[src/rtl/alu_seq.sv]
// alu_seq: registered, handshaked ALU with a stored NZCV flag register,
// carry-chained add/subtract, single-bit shifts and an optional iterative
// shift-add multiplier.
//
// Build option: define ALU_SEQ_MUL_EN to make opcode 1100 an N-cycle
// multiply. When it is undefined, 1100 is a reserved opcode and no
// multiplier hardware is built.
//
// Ports:
//   clk        rising-edge clock
//   rst        synchronous active-high reset
//   in_valid   a/b/op valid this cycle
//   in_ready   ready to accept (IDLE only, low while rst is high)
//   a, b       operands, N bits
//   op         4-bit opcode
//   out_valid  result and flags valid, held until out_ready
//   out_ready  downstream consumes the result
//   result     registered N-bit result
//   n_flag, c_flag, v_flag, z_flag  registered NZCV flags
module alu_seq #(
   parameter int unsigned N = 16
) (
   input  logic         clk,
   input  logic         rst,
   input  logic         in_valid,
   output logic         in_ready,
   input  logic [N-1:0] a,
   input  logic [N-1:0] b,
   input  logic [3:0]   op,
   output logic         out_valid,
   input  logic         out_ready,
   output logic [N-1:0] result,
   output logic         n_flag,
   output logic         c_flag,
   output logic         v_flag,
   output logic         z_flag
);

`ifdef ALU_SEQ_MUL_EN
   typedef enum logic [1:0] {IDLE = 2'd0, BUSY = 2'd1, DONE = 2'd2} state_t;
   localparam int unsigned CW = $clog2(N);
   logic [2*N-1:0] acc_q, acc_d, mcand_q, mcand_d, prod;
   logic [N-1:0]   mplier_q, mplier_d;
   logic [CW-1:0]  cnt_q, cnt_d;
`else
   typedef enum logic {IDLE = 1'b0, DONE = 1'b1} state_t;
`endif

   state_t       state_q, state_d;
   logic [N-1:0] result_q, result_d;
   logic         n_q, n_d, c_q, c_d, v_q, v_d, z_q, z_d;

   // Single-cycle datapath
   logic [N:0]   sum;
   logic [N-1:0] addend;
   logic         cin;
   logic [N-1:0] alu_res;
   logic         alu_c, alu_v;

   always_comb begin
      addend = '0;
      cin    = 1'b0;
      case (op)
         4'b0000: addend = b;
         4'b0001: begin addend = ~b; cin = 1'b1; end
         4'b0010: cin = 1'b1;
         // DEC as a + ~1 + 1, so carry out means a was non-zero
         4'b0011: begin addend = ~{{(N-1){1'b0}}, 1'b1}; cin = 1'b1; end
         4'b1000: begin addend = b;  cin = c_q; end
         4'b1001: begin addend = ~b; cin = c_q; end
         default: ;
      endcase
      sum = {1'b0, a} + {1'b0, addend} + {{N{1'b0}}, cin};

      alu_res = '0;
      alu_c   = c_q;
      alu_v   = 1'b0;
      case (op)
         4'b0000, 4'b0001, 4'b0010, 4'b0011, 4'b1000, 4'b1001: begin
            alu_res = sum[N-1:0];
            alu_c   = sum[N];
            alu_v   = (a[N-1] == addend[N-1]) && (sum[N-1] != a[N-1]);
         end
         4'b0100: alu_res = a & b;
         4'b0101: alu_res = a | b;
         4'b0110: alu_res = a ^ b;
         4'b0111: alu_res = ~a;
         4'b1010: begin alu_res = {a[N-2:0], 1'b0}; alu_c = a[N-1]; end
         4'b1011: begin alu_res = {1'b0, a[N-1:1]}; alu_c = a[0];   end
         // reserved: zero result, carry and overflow left as they were
         default: alu_v = v_q;
      endcase
   end

   // Next-state and register-update logic
   always_comb begin
      state_d  = state_q;
      result_d = result_q;
      n_d      = n_q;
      c_d      = c_q;
      v_d      = v_q;
      z_d      = z_q;
`ifdef ALU_SEQ_MUL_EN
      acc_d    = acc_q;
      mcand_d  = mcand_q;
      mplier_d = mplier_q;
      cnt_d    = cnt_q;
      prod     = mplier_q[0] ? (acc_q + mcand_q) : acc_q;
`endif
      case (state_q)
         IDLE: begin
            if (in_valid) begin
`ifdef ALU_SEQ_MUL_EN
               if (op == 4'b1100) begin
                  state_d  = BUSY;
                  acc_d    = '0;
                  mcand_d  = {{N{1'b0}}, a};
                  mplier_d = b;
                  cnt_d    = '0;
               end else
`endif
               begin
                  state_d  = DONE;
                  result_d = alu_res;
                  n_d      = alu_res[N-1];
                  z_d      = (alu_res == '0);
                  c_d      = alu_c;
                  v_d      = alu_v;
               end
            end
         end
`ifdef ALU_SEQ_MUL_EN
         // One partial product per cycle; multiplier consumed LSB first
         BUSY: begin
            acc_d    = prod;
            mcand_d  = mcand_q << 1;
            mplier_d = mplier_q >> 1;
            cnt_d    = cnt_q + 1'b1;
            if (cnt_q == CW'(N - 1)) begin
               state_d  = DONE;
               result_d = prod[N-1:0];
               n_d      = prod[N-1];
               z_d      = (prod[N-1:0] == '0);
               v_d      = |prod[2*N-1:N];
            end
         end
`endif
         DONE: begin
            if (out_ready) state_d = IDLE;
         end
         default: state_d = IDLE;
      endcase
   end

   always_ff @(posedge clk) begin
      if (rst) begin
         state_q  <= IDLE;
         result_q <= '0;
         n_q      <= 1'b0;
         c_q      <= 1'b0;
         v_q      <= 1'b0;
         z_q      <= 1'b0;
`ifdef ALU_SEQ_MUL_EN
         acc_q    <= '0;
         mcand_q  <= '0;
         mplier_q <= '0;
         cnt_q    <= '0;
`endif
      end else begin
         state_q  <= state_d;
         result_q <= result_d;
         n_q      <= n_d;
         c_q      <= c_d;
         v_q      <= v_d;
         z_q      <= z_d;
`ifdef ALU_SEQ_MUL_EN
         acc_q    <= acc_d;
         mcand_q  <= mcand_d;
         mplier_q <= mplier_d;
         cnt_q    <= cnt_d;
`endif
      end
   end

   assign in_ready  = (state_q == IDLE) && !rst;
   assign out_valid = (state_q == DONE);
   assign result    = result_q;
   assign n_flag    = n_q;
   assign c_flag    = c_q;
   assign v_flag    = v_q;
   assign z_flag    = z_q;

endmodule
[config.mk]
export PLATFORM = sky130hd
export DESIGN_NAME = alu_seq
export DESIGN_NICKNAME = d
export VERILOG_FILES = /design/src/rtl/alu_seq.sv
export SDC_FILE = /design/constraint.sdc
export NUM_CORES = 1
export LEC_CHECK = 0
export BUFFER_PORTS_ARGS = -buffer_cell sky130_fd_sc_hd__buf_2
export CORE_ASPECT_RATIO = 0.5
export CORE_MARGIN = 5
export CORE_UTILIZATION = 45
export CTS_CLUSTER_SIZE = 40
export DETAILED_ROUTE_END_ITERATION = 8
export PLACE_DENSITY = 0.67
export SLEW_MARGIN = 0
export SYNTH_ARGS = -nofsm -noshare
export SYNTH_HDL_FRONTEND = slang
export SYNTH_SLANG_ARGS = --single-unit
[constraint.sdc]
create_clock -name clk -period 10.5 [get_ports clk]
set_input_delay 0.525 -clock clk [delete_from_list [all_inputs] [get_ports clk]]
set_output_delay 0.525 -clock clk [all_outputs]
set_load 0.01 [all_outputs]
==> metrics, run 1 <==
outcome=finished clean; end-of-flow core utilization=51.85%; leak pwr=1.818 nW; most common cell after layout, fill and taps aside=buf_2; final WL=11020 um; post_cts resized=0; setup TNS=0 ps; # setup viols final=0; syn_nets=560; power share of the clock group=23.7%; vias per std cell=6.226; Placer Congestion=0.9337; nets=601; first-pass GRT wire length=17260 um; CP top delay family=simple AND/OR/NAND/NOR gates; crit end category=flip-flop; clock transition at the registers of the reported paths=50 ps; vias in the first global route=3116; area of the die=9616 um2; Worst Setup Start Kind=primary input; post-DP HPWL=8185 um; Residual DRC=0; DRT iter0 DRCs=370; synth warn=0; Routed WL per cell=18.19 um; CTS buffer count=3; cell-internal power=194.9 uW; # diodes=0; CP max-delay cell=a2111oi_0; main flop type after synthesis=dfxtp_1; CP arrival=4890 ps; Peak Freq=213.2 MHz; CTS Root Cell=clkbuf_16; switch share=40.03%; crit path max fanout=41; ranking of synthesized cells by area=ha_1 (17%), dfxtp_1 (12%), nor2_1 (6.0%); port bufs=61; maximum vdd drop=0.04529 mV; number of synthesized flops with an enable pin=0; Worst-Skew Late Latency=250 ps; share of cells above drive strength 1=15.10%; CTS tree=done; Slew headroom=22.73%; Slew Viols, Final=0; MaxCap Viol Count=0; critical path type=primary input to flip-flop; synth-to-layout area growth=10.96%; gr ovfl total=0; Setup Fix Bufs, Post-CTS=0; initial antenna violation count=0; pwr/cell area=84.97 nW/um2; Tot Pwr=325.0 uW; Clock Sink Count=20; Flop pwr share=26.3%; core area=7377 um2; distinct cell type count after synthesis=69; Die Wd=133.8 um; Max H-tree Level=1; area leader, netlist=ha_1; Detailed Routing Iterations Pass 1=5; largest net degree at the start of global routing=59; mapped cell area=3447 um2; Critical Path Max Stage Delay=680 ps; Gate Count Post-Synth=471; DR vias=3773; Synth Register Bits=20; NetSw=130.1 uW; most frequent cells in the layout=buf_2 (61), nor2_1 (55), ha_1 (47); gr usage total=22.02%; Row Count=22; Die H=71.89 um; fraction of registers with async set/reset=0%; Critical path buffers and inverters=1; min-delay worst type=flip-flop to flip-flop; Synth top area share=17.06%; Clock Path Buffers=2; Tmin final=4690 ps; Seq/Total Area, Yosys=11.62%; Syn Area/Cell=7.319 um2; io pins=62; final hold violations=0; Comb pwr share=50.0%; Worst-Margin Slew=1157 ps; CP Cell Sequence=buf_2, nand2b_1, o21ai_0, a22oi_1, nor2_1, ha_1, a21o_1, a211oi_1, nor3_1, a2111oi_0, nand4_1, or4b_1, nor4_1, a31o_1; CP required=10700 ps; starting density of the core=46.73%; CTS Hold Bufs=0; crit share post-route=44.67%; Post-DRT Antenna Nets=0; RSZ-0062 raised after global routing=no; clk_skew=1.124 ps
## tightest hold or removal path, delay by kind of cell, from the launching register on
family / cells / cell delay [ps]
DFF: 1 / 300
and+or+nand+nor: 1 / 50
AOI/OAI and AO/OA: 1 / 50
## through the flow
stage,cells,instance area [um2],setup WS [ps],hold slack (ps)
6_report,606,3825,5810,454.6
4_1_cts,606,3825,5976,456.6
2_1_floorplan,471,3447,6284,480.5
3_3_place_gp,603,3750,5921,444.3
5_1_grt,606,3825,5525,497.2
3_5_place_dp,603,3750,5725,449.3
## state kept, by name, summed over array words and instances, names as in the netlist
name	cells
out_valid	1
result	16
v_flag	1
z_flag	1
c_flag	1
## per-layer routing
metal  up-vias  routed length (um)  global-route usage, %
met3        15                1125                  3.927
li1       1834                   -                      -
met5         -                   0                      0
met4         0                  97                  4.105
met1      1762                5625                  35.96
met2       162                4175                  28.95
## layout make-up
type,instances,area (um2)
Clock buffer,3,75.07
Fill cell,771,3552
Inverter,42,157.7
Multi-Input combinational cell,378,2721
Sequential cell,20,400.4
Tap cell,96,120.1
Timing Repair Buffer,67,350.3
## worst paths after layout
| check | startpoint | to | slack (ps) | depth (start not counted) |
|---|---|---|---|---|
| setup / recovery | op[1] | z_flag | 5810 | 14 |
| hold / removal | result[12] | result[12] | 450 | 2 |
| setup reg to reg | c_flag | z_flag | 6850 | 12 |
| hold reg to reg | result[12] | result[12] | 450 | 2 |
## cell families (layout without fill, tap and decap cells)
family	Yosys count	after routing	share of synthesized area [%]
AO/OA/AOI/OAI	158	158	32.12
AND/OR/NAND/NOR	145	145	21.20
buffers and inverters	73	112	9.437
adder cells (fa/ha/maj)	49	49	18.22
flip-flops	20	20	11.62
multiplexers	19	19	5.626
XOR/XNOR	7	7	1.779
## Yosys cell counts, drive strengths merged (3+ instances only)
cell type   n
a21oi      21
mux2i      16
mux2        3
ha         47
a31oi       4
and2        3
nor2       55
nand2      26
inv        42
xnor2       5
a32oi       3
nand2b      6
nor2b       5
o21ai      34
nand4       5
a211o       3
nand3b      3
and3        3
nor4        4
o21a        4
nor3       15
o221ai      6
a22oi      24
dfxtp      20
clkbuf     15
a21o        7
a221oi      7
nand3       4
buf        16
a211oi     13
o22ai       5
o211ai      5
## power groups by stage
stage	Clock, mW	Combinational, mW	Sequential, mW
2_1_floorplan	0	0.107	0.0896
3_3_place_gp	0	0.158	0.0869
3_5_place_dp	0	0.159	0.0870
4_1_cts	0.0787	0.159	0.0854
5_1_grt	0.0810	0.180	0.0862
6_report	0.0770	0.163	0.0854
Power figures use the tool's default switching activity.
==> run 2, diff against run 1 <==
--- a/config.mk
+++ b/config.mk
@@ -5,6 +5,7 @@
 export SDC_FILE = /design/constraint.sdc
 export NUM_CORES = 1
 export LEC_CHECK = 0
+export ABC_AREA = 1
 export BUFFER_PORTS_ARGS = -buffer_cell sky130_fd_sc_hd__buf_2
 export CORE_ASPECT_RATIO = 0.5
 export CORE_MARGIN = 5
==> constraint.sdc (replaced) <==
create_clock -name clk -period 4.4 [get_ports clk]
set_input_delay 0.22 -clock clk [delete_from_list [all_inputs] [get_ports clk]]
set_output_delay 0.22 -clock clk [all_outputs]
set_load 0.01 [all_outputs]
==> metrics, run 2 <==
CP Launch Point=op[1]; most common cell after layout, fill and taps aside=nand2_1; FILL cells=803 (+4.2%); synth-to-layout area growth=13.52%; Residual DRC=0 (unchanged); CTS buffer count=3 (unchanged); power share of the clock group=26.1% (+2.4 points); crit share post-route=76.61%; crit end category=flip-flop; pwr/cell area=201.5 nW/um2 (+140%); maximum vdd drop=0.1226 mV (+170%); Peak Freq=296.7 MHz; gr usage total=23.23% (+1.2 points); io pins=62 (unchanged); CP arrival=3550 ps (-1340 ps); Worst Setup Start Kind=primary input; Slew headroom=42.45% (+20 points); syn_nets=683 (+22%); Critical path buffers and inverters=3 (+2); Detailed Routing Iterations Pass 1=6 (+1); port bufs=61 (unchanged); critical path type=primary input to flip-flop; Placer Congestion=0.9566 (+2.5%); Row Count=22 (unchanged); Syn Area/Cell=5.685 um2 (-22%); vias per std cell=5.316 (-15%); cell-internal power=460.2 uW (+140%); Setup WS pre-CTS=847.8 ps (-4877 ps); Post-DRT Antenna Nets=0 (unchanged); Die Wd=132.5 um (-0.95%); Seq/Total Area, Yosys=11.86% (+0.24 points); CTS Root Cell=clkbuf_16; area of the die=9442 um2 (-1.8%); gr ovfl total=0 (unchanged); clock transition at the registers of the reported paths=50 ps (about the same); most frequent cells in the layout=nand2_1 (171), inv_1 (103), buf_2 (61); Setup WS post-layout=1029 ps (-4780 ps); most used cell, CP=nand2_1; largest net degree at the start of global routing=26 (-56%); Critical Path Max Stage Delay=540 ps (-140 ps); min-delay worst type=primary input to flip-flop; core area=7322 um2 (-0.75%); CP required=4580 ps (-6120 ps); Routed WL per cell=15.04 um (-17%); share of cells above drive strength 1=12.36% (-2.7 points); dpl cell area=3745 um2 (-0.13%); number of synthesized flops with an enable pin=0 (unchanged); # diodes=0 (unchanged); starting density of the core=46.12% (-0.61 points); Setup Fix Bufs, Post-CTS=0 (unchanged); CP top delay family=simple AND/OR/NAND/NOR gates; fraction of registers with async set/reset=0% (unchanged); Final Cell Area=3834 um2 (+0.23%); ranking of synthesized cells by area=nand2_1 (19%), ha_1 (17%), dfxtp_1 (12%); DRT iter0 DRCs=340 (-8.1%); Comb pwr share=47.3% (-2.7 points); hold wc startpoint=out_ready; most frequent cell after synthesis=nand2_1; distinct cell type count after synthesis=34 (-51%); Slew Viols, Final=0 (unchanged); vias in the first global route=3535 (+13%); Largest register FFs=16 (unchanged); final WL=11180 um (+1.4%); Worst-Margin Slew=862.4 ps (-294.2 ps); Flop pwr share=26.6% (+0.3 points); crit path max fanout=16 (-61%); synth warn=0 (unchanged); mapped cell area=3377 um2 (-2.0%); outcome=finished clean; # setup viols final=0 (unchanged); clk_skew=1.735 ps (+0.6102 ps); worst r2r src=c_flag; CP Cell Sequence=buf_2, inv_2, nand2_4, nor2_1, inv_1, o21ai_0, fa_1, fa_1, nand2_1, nand2_1, nand2_1, nand2_1, nand3_1, nand2_1, nor2_1, nand3_1, nor2_1, nand2_1, nor2_1, nand3_1, a21oi_1; Tmin final=3371 ps; Gate Count Post-Synth=594 (+26%); CTS Hold Bufs=0 (unchanged); nets=737 (+23%); main flop type after synthesis=dfxtp_1; area leader, netlist=nand2_1; CP max-delay cell=fa_1; NetSw=312.2 uW (+140%); switch share=40.42% (+0.40 points); Die H=71.26 um (-0.88%); post-DP HPWL=8894 um (+8.7%); final hold violations=0 (unchanged); post_cts resized=0 (unchanged); CTS tree=done; first-pass GRT wire length=18080 um (+4.8%); RSZ-0062 raised after global routing=no; Register Area=400.4 um2 (unchanged); DR vias=3950 (+4.7%); setup TNS=0 ps (unchanged); commonest cells in the netlist=nand2_1 (171), inv_1 (103), nor2_1 (59); Max H-tree Level=1 (unchanged); initial antenna violation count=0 (unchanged); leak pwr=2.227 nW (+22%); area of the multi-input gates=2487 um2 (-8.6%); Clock Sink Count=20 (unchanged); MaxCap Viol Count=0 (unchanged); Clock Path Buffers=2 (unchanged); Worst-Skew Late Latency=250 ps (about the same); Synth top area share=19.01% (+1.9 points); Synth Register Bits=20 (unchanged)
[run 2: stage by stage]
step           std cells  hold WS, ps  power (mW)  utilization, %
2_1_floorplan        594        379.5      0.4475               -
3_3_place_gp         739        471.0      0.5634           51.14
3_5_place_dp         739        471.2      0.5646           51.14
4_1_cts              743        215.8      0.7687           52.36
5_1_grt              743        281.2      0.8344           52.36
6_report             743        215.4      0.7724           52.36
[run 2: final cells by class]
cell class	count	area share, %
well taps	96	3.133
clock buffers	4	2.317
multi-input cells	451	64.88
flip-flops and latches	20	10.44
inverters	107	10.48
repair buffers	65	8.747
[run 2: tightest hold or removal path, cell delays in order]
cell and delay, ps:
buf_2 70, inv_1 30, nand2_1 40, a21oi_1 50
[run 2: power by group through the flow]
stage          Sequential (mW)  Combinational, mW  Clock (mW)
6_report                 0.206              0.365       0.202
5_1_grt                  0.208              0.414       0.212
4_1_cts                  0.206              0.357       0.206
3_5_place_dp             0.209              0.356           0
3_3_place_gp             0.209              0.354           0
2_1_floorplan            0.216              0.231           0
[run 2: worst paths after layout]
check / end / slack [ps] / depth (start not counted)
setup / recovery: z_flag / 1030 / 21
hold / removal: out_valid / 220 / 4
setup reg to reg: z_flag / 1410 / 16
hold reg to reg: z_flag / 480 / 2
[run 2: per-layer routing]
metal / track usage [%] / vias to the layer above / wire, um
li1: - / 2008 / -
met1: 37.05 / 1755 / 5704
met2: 32.75 / 181 / 4233
met3: 3.086 / 6 / 1179
met4: 4.493 / 0 / 59
met5: 0 / - / 0
[run 2: logic make-up (layout without fill, tap and decap cells)]
logic type / Yosys count / in the layout / synth area share [%]
compound gates: 85 / 85 / 14.86
simple gates: 315 / 315 / 39.68
buf+inv: 123 / 176 / 14.49
xor+xnor: 2 / 2 / 0.5188
fa+ha+maj: 49 / 49 / 18.60
flops: 20 / 20 / 11.86
==> run 3, diff against run 2 <==
==> constraint.sdc (replaced) <==
create_clock -name clk -period 3.2 [get_ports clk]
set_input_delay 0.16 -clock clk [delete_from_list [all_inputs] [get_ports clk]]
set_output_delay 0.16 -clock clk [all_outputs]
set_load 0.01 [all_outputs]
==> metrics, run 3 (same netlist as run 2, synthesis figures left out) <==
starting density of the core=46.12% (unchanged); post_cts resized=0 (unchanged); Detailed Routing Iterations Pass 1=5 (-1); critical path type=flip-flop to flip-flop; # setup viols final=0 (unchanged); setup TNS=0 ps (unchanged); initial antenna violation count=0 (unchanged); Worst-Skew Late Latency=250 ps (about the same); Non-Filler Instances=747 (+0.54%); FILL cells=800 (-0.37%); CP arrival=3070 ps (-480 ps); worst hold margin=153.0 ps (-62.38 ps); cell-internal power=694.4 uW (+51%); DR vias=3987 (+0.94%); most common cell after layout, fill and taps aside=nand2_1; Routed WL per cell=14.77 um (-1.8%); Clock Sink Count=20 (unchanged); CTS Hold Bufs=0 (unchanged); R2R cell count=16 (unchanged); first-pass GRT wire length=18040 um (-0.23%); vias per std cell=5.337 (+0.40%); CP required=3390 ps (-1190 ps); dpl cell area=3775 um2 (+0.80%); crit path max fanout=4 (-12); io pins=62 (unchanged); CTS Root Cell=clkbuf_16; gr usage total=23.18% (-0.050 points); outcome=finished clean; share of cells above drive strength 1=12.90% (+0.54 points); Residual DRC=0 (unchanged); Worst Setup Start Kind=flip-flop; Placer Congestion=0.9628 (+0.65%); Final Cell Area=3880 um2 (+1.2%); post-DP HPWL=8823 um (-0.79%); Slew Viols, Final=0 (unchanged); RSZ-0062 raised after global routing=no; Die Wd=132.5 um (unchanged); largest net degree at the start of global routing=26 (unchanged); CTS tree=done; crit end category=flip-flop; core area=7322 um2 (unchanged); Largest register FFs=16 (unchanged); MaxCap Viol Count=0 (unchanged); DRT iter0 DRCs=299 (-12%); area of the die=9442 um2 (unchanged); Post-Place Cells=743 (+0.54%); Max H-tree Level=1 (unchanged); Setup Fix Bufs, Post-CTS=0 (unchanged); pwr/cell area=290.7 nW/um2 (+44%); power share of the clock group=30.3% (+4.2 points); gr ovfl total=0 (unchanged); Post-DRT Antenna Nets=0 (unchanged); # diodes=0 (unchanged); switch share=38.43% (-2.0 points); Worst-Margin Slew=854.5 ps (-7.866 ps); most frequent cells in the layout=nand2_1 (171), inv_1 (103), buf_2 (61); Row Count=22 (unchanged); crit share post-route=90.18%; Die H=71.26 um (unchanged); end-of-flow core utilization=52.99% (+0.63 points); min-delay worst type=primary input to flip-flop; vias in the first global route=3472 (-1.8%); nets=741 (+0.54%); Cells on Worst Hold Path=4 (unchanged); final WL=11040 um (-1.3%); clk_skew=4.553 ps (+2.818 ps); Comb pwr share=44.7% (-2.6 points); leak pwr=2.252 nW (+1.1%); Peak Freq=346.5 MHz; clock transition at the registers of the reported paths=60 ps (about the same); maximum vdd drop=0.1565 mV (+28%); Slew headroom=42.97% (+0.53 points); NetSw=433.5 uW (+39%); Clock Path Buffers=2 (unchanged); Flop pwr share=25.1% (-1.5 points); synth-to-layout area growth=14.89%; CTS buffer count=3 (unchanged); Tmin final=2886 ps; port bufs=61 (unchanged); final hold violations=0 (unchanged)
## run 3: critical path, cell delays in order (launching register included)
cell	delay, ps
dfxtp_1	320
a32o_1	270
fa_1	530
fa_1	490
nand2_1	90
nand2_1	100
nand2_1	80
nand2_1	50
nand3_1	60
nand2_1	60
nor2_1	190
nand3_1	110
nor2_1	120
nand2_1	70
nor2_1	90
nand3_1	70
a21oi_1	130
## run 3: worst paths after layout
kind / start / to / slack [ps]
worst max register to register: c_flag / z_flag / 310
worst min register to register: z_flag / z_flag / 490
worst min-delay path: out_ready / out_valid / 150
worst max-delay path: c_flag / z_flag / 310
## run 3: per-layer routing
metal / GRT usage (%) / wire length, um
met1: 36.54 / 5608
met2: 32.92 / 4159
met3: 3.787 / 1151
met4: 4.032 / 116
met5: 0 / 0
## run 3: layout make-up
class | count | area, um2 | share of cell area (%)
Inverter | 107 | 401.6 | 10.35
Multi-Input combinational cell | 451 | 2487 | 64.11
Timing Repair Buffer | 69 | 365.4 | 9.416
Sequential cell | 20 | 400.4 | 10.32
Tap cell | 96 | 120.1 | 3.096
Clock buffer | 3 | 75.07 | 1.935
Clock inverter | 1 | 30.03 | 0.7739
## run 3: per-stage QoR
stage	setup slack, ps	power, mW
CTS	344.9	1.127
detailed placement	231.3	0.7805
floorplan	553.6	0.6154
global placement	346.8	0.7757
global route	94.08	1.216
finish	314.1	1.128
## run 3: power groups by stage
stage	clock, mW	combinational (mW)	sequential, mW
2_1_floorplan	0	0.318	0.297
4_1_cts	0.349	0.495	0.283
6_report	0.341	0.504	0.283
3_5_place_dp	0	0.493	0.288
5_1_grt	0.358	0.572	0.285
3_3_place_gp	0	0.489	0.287
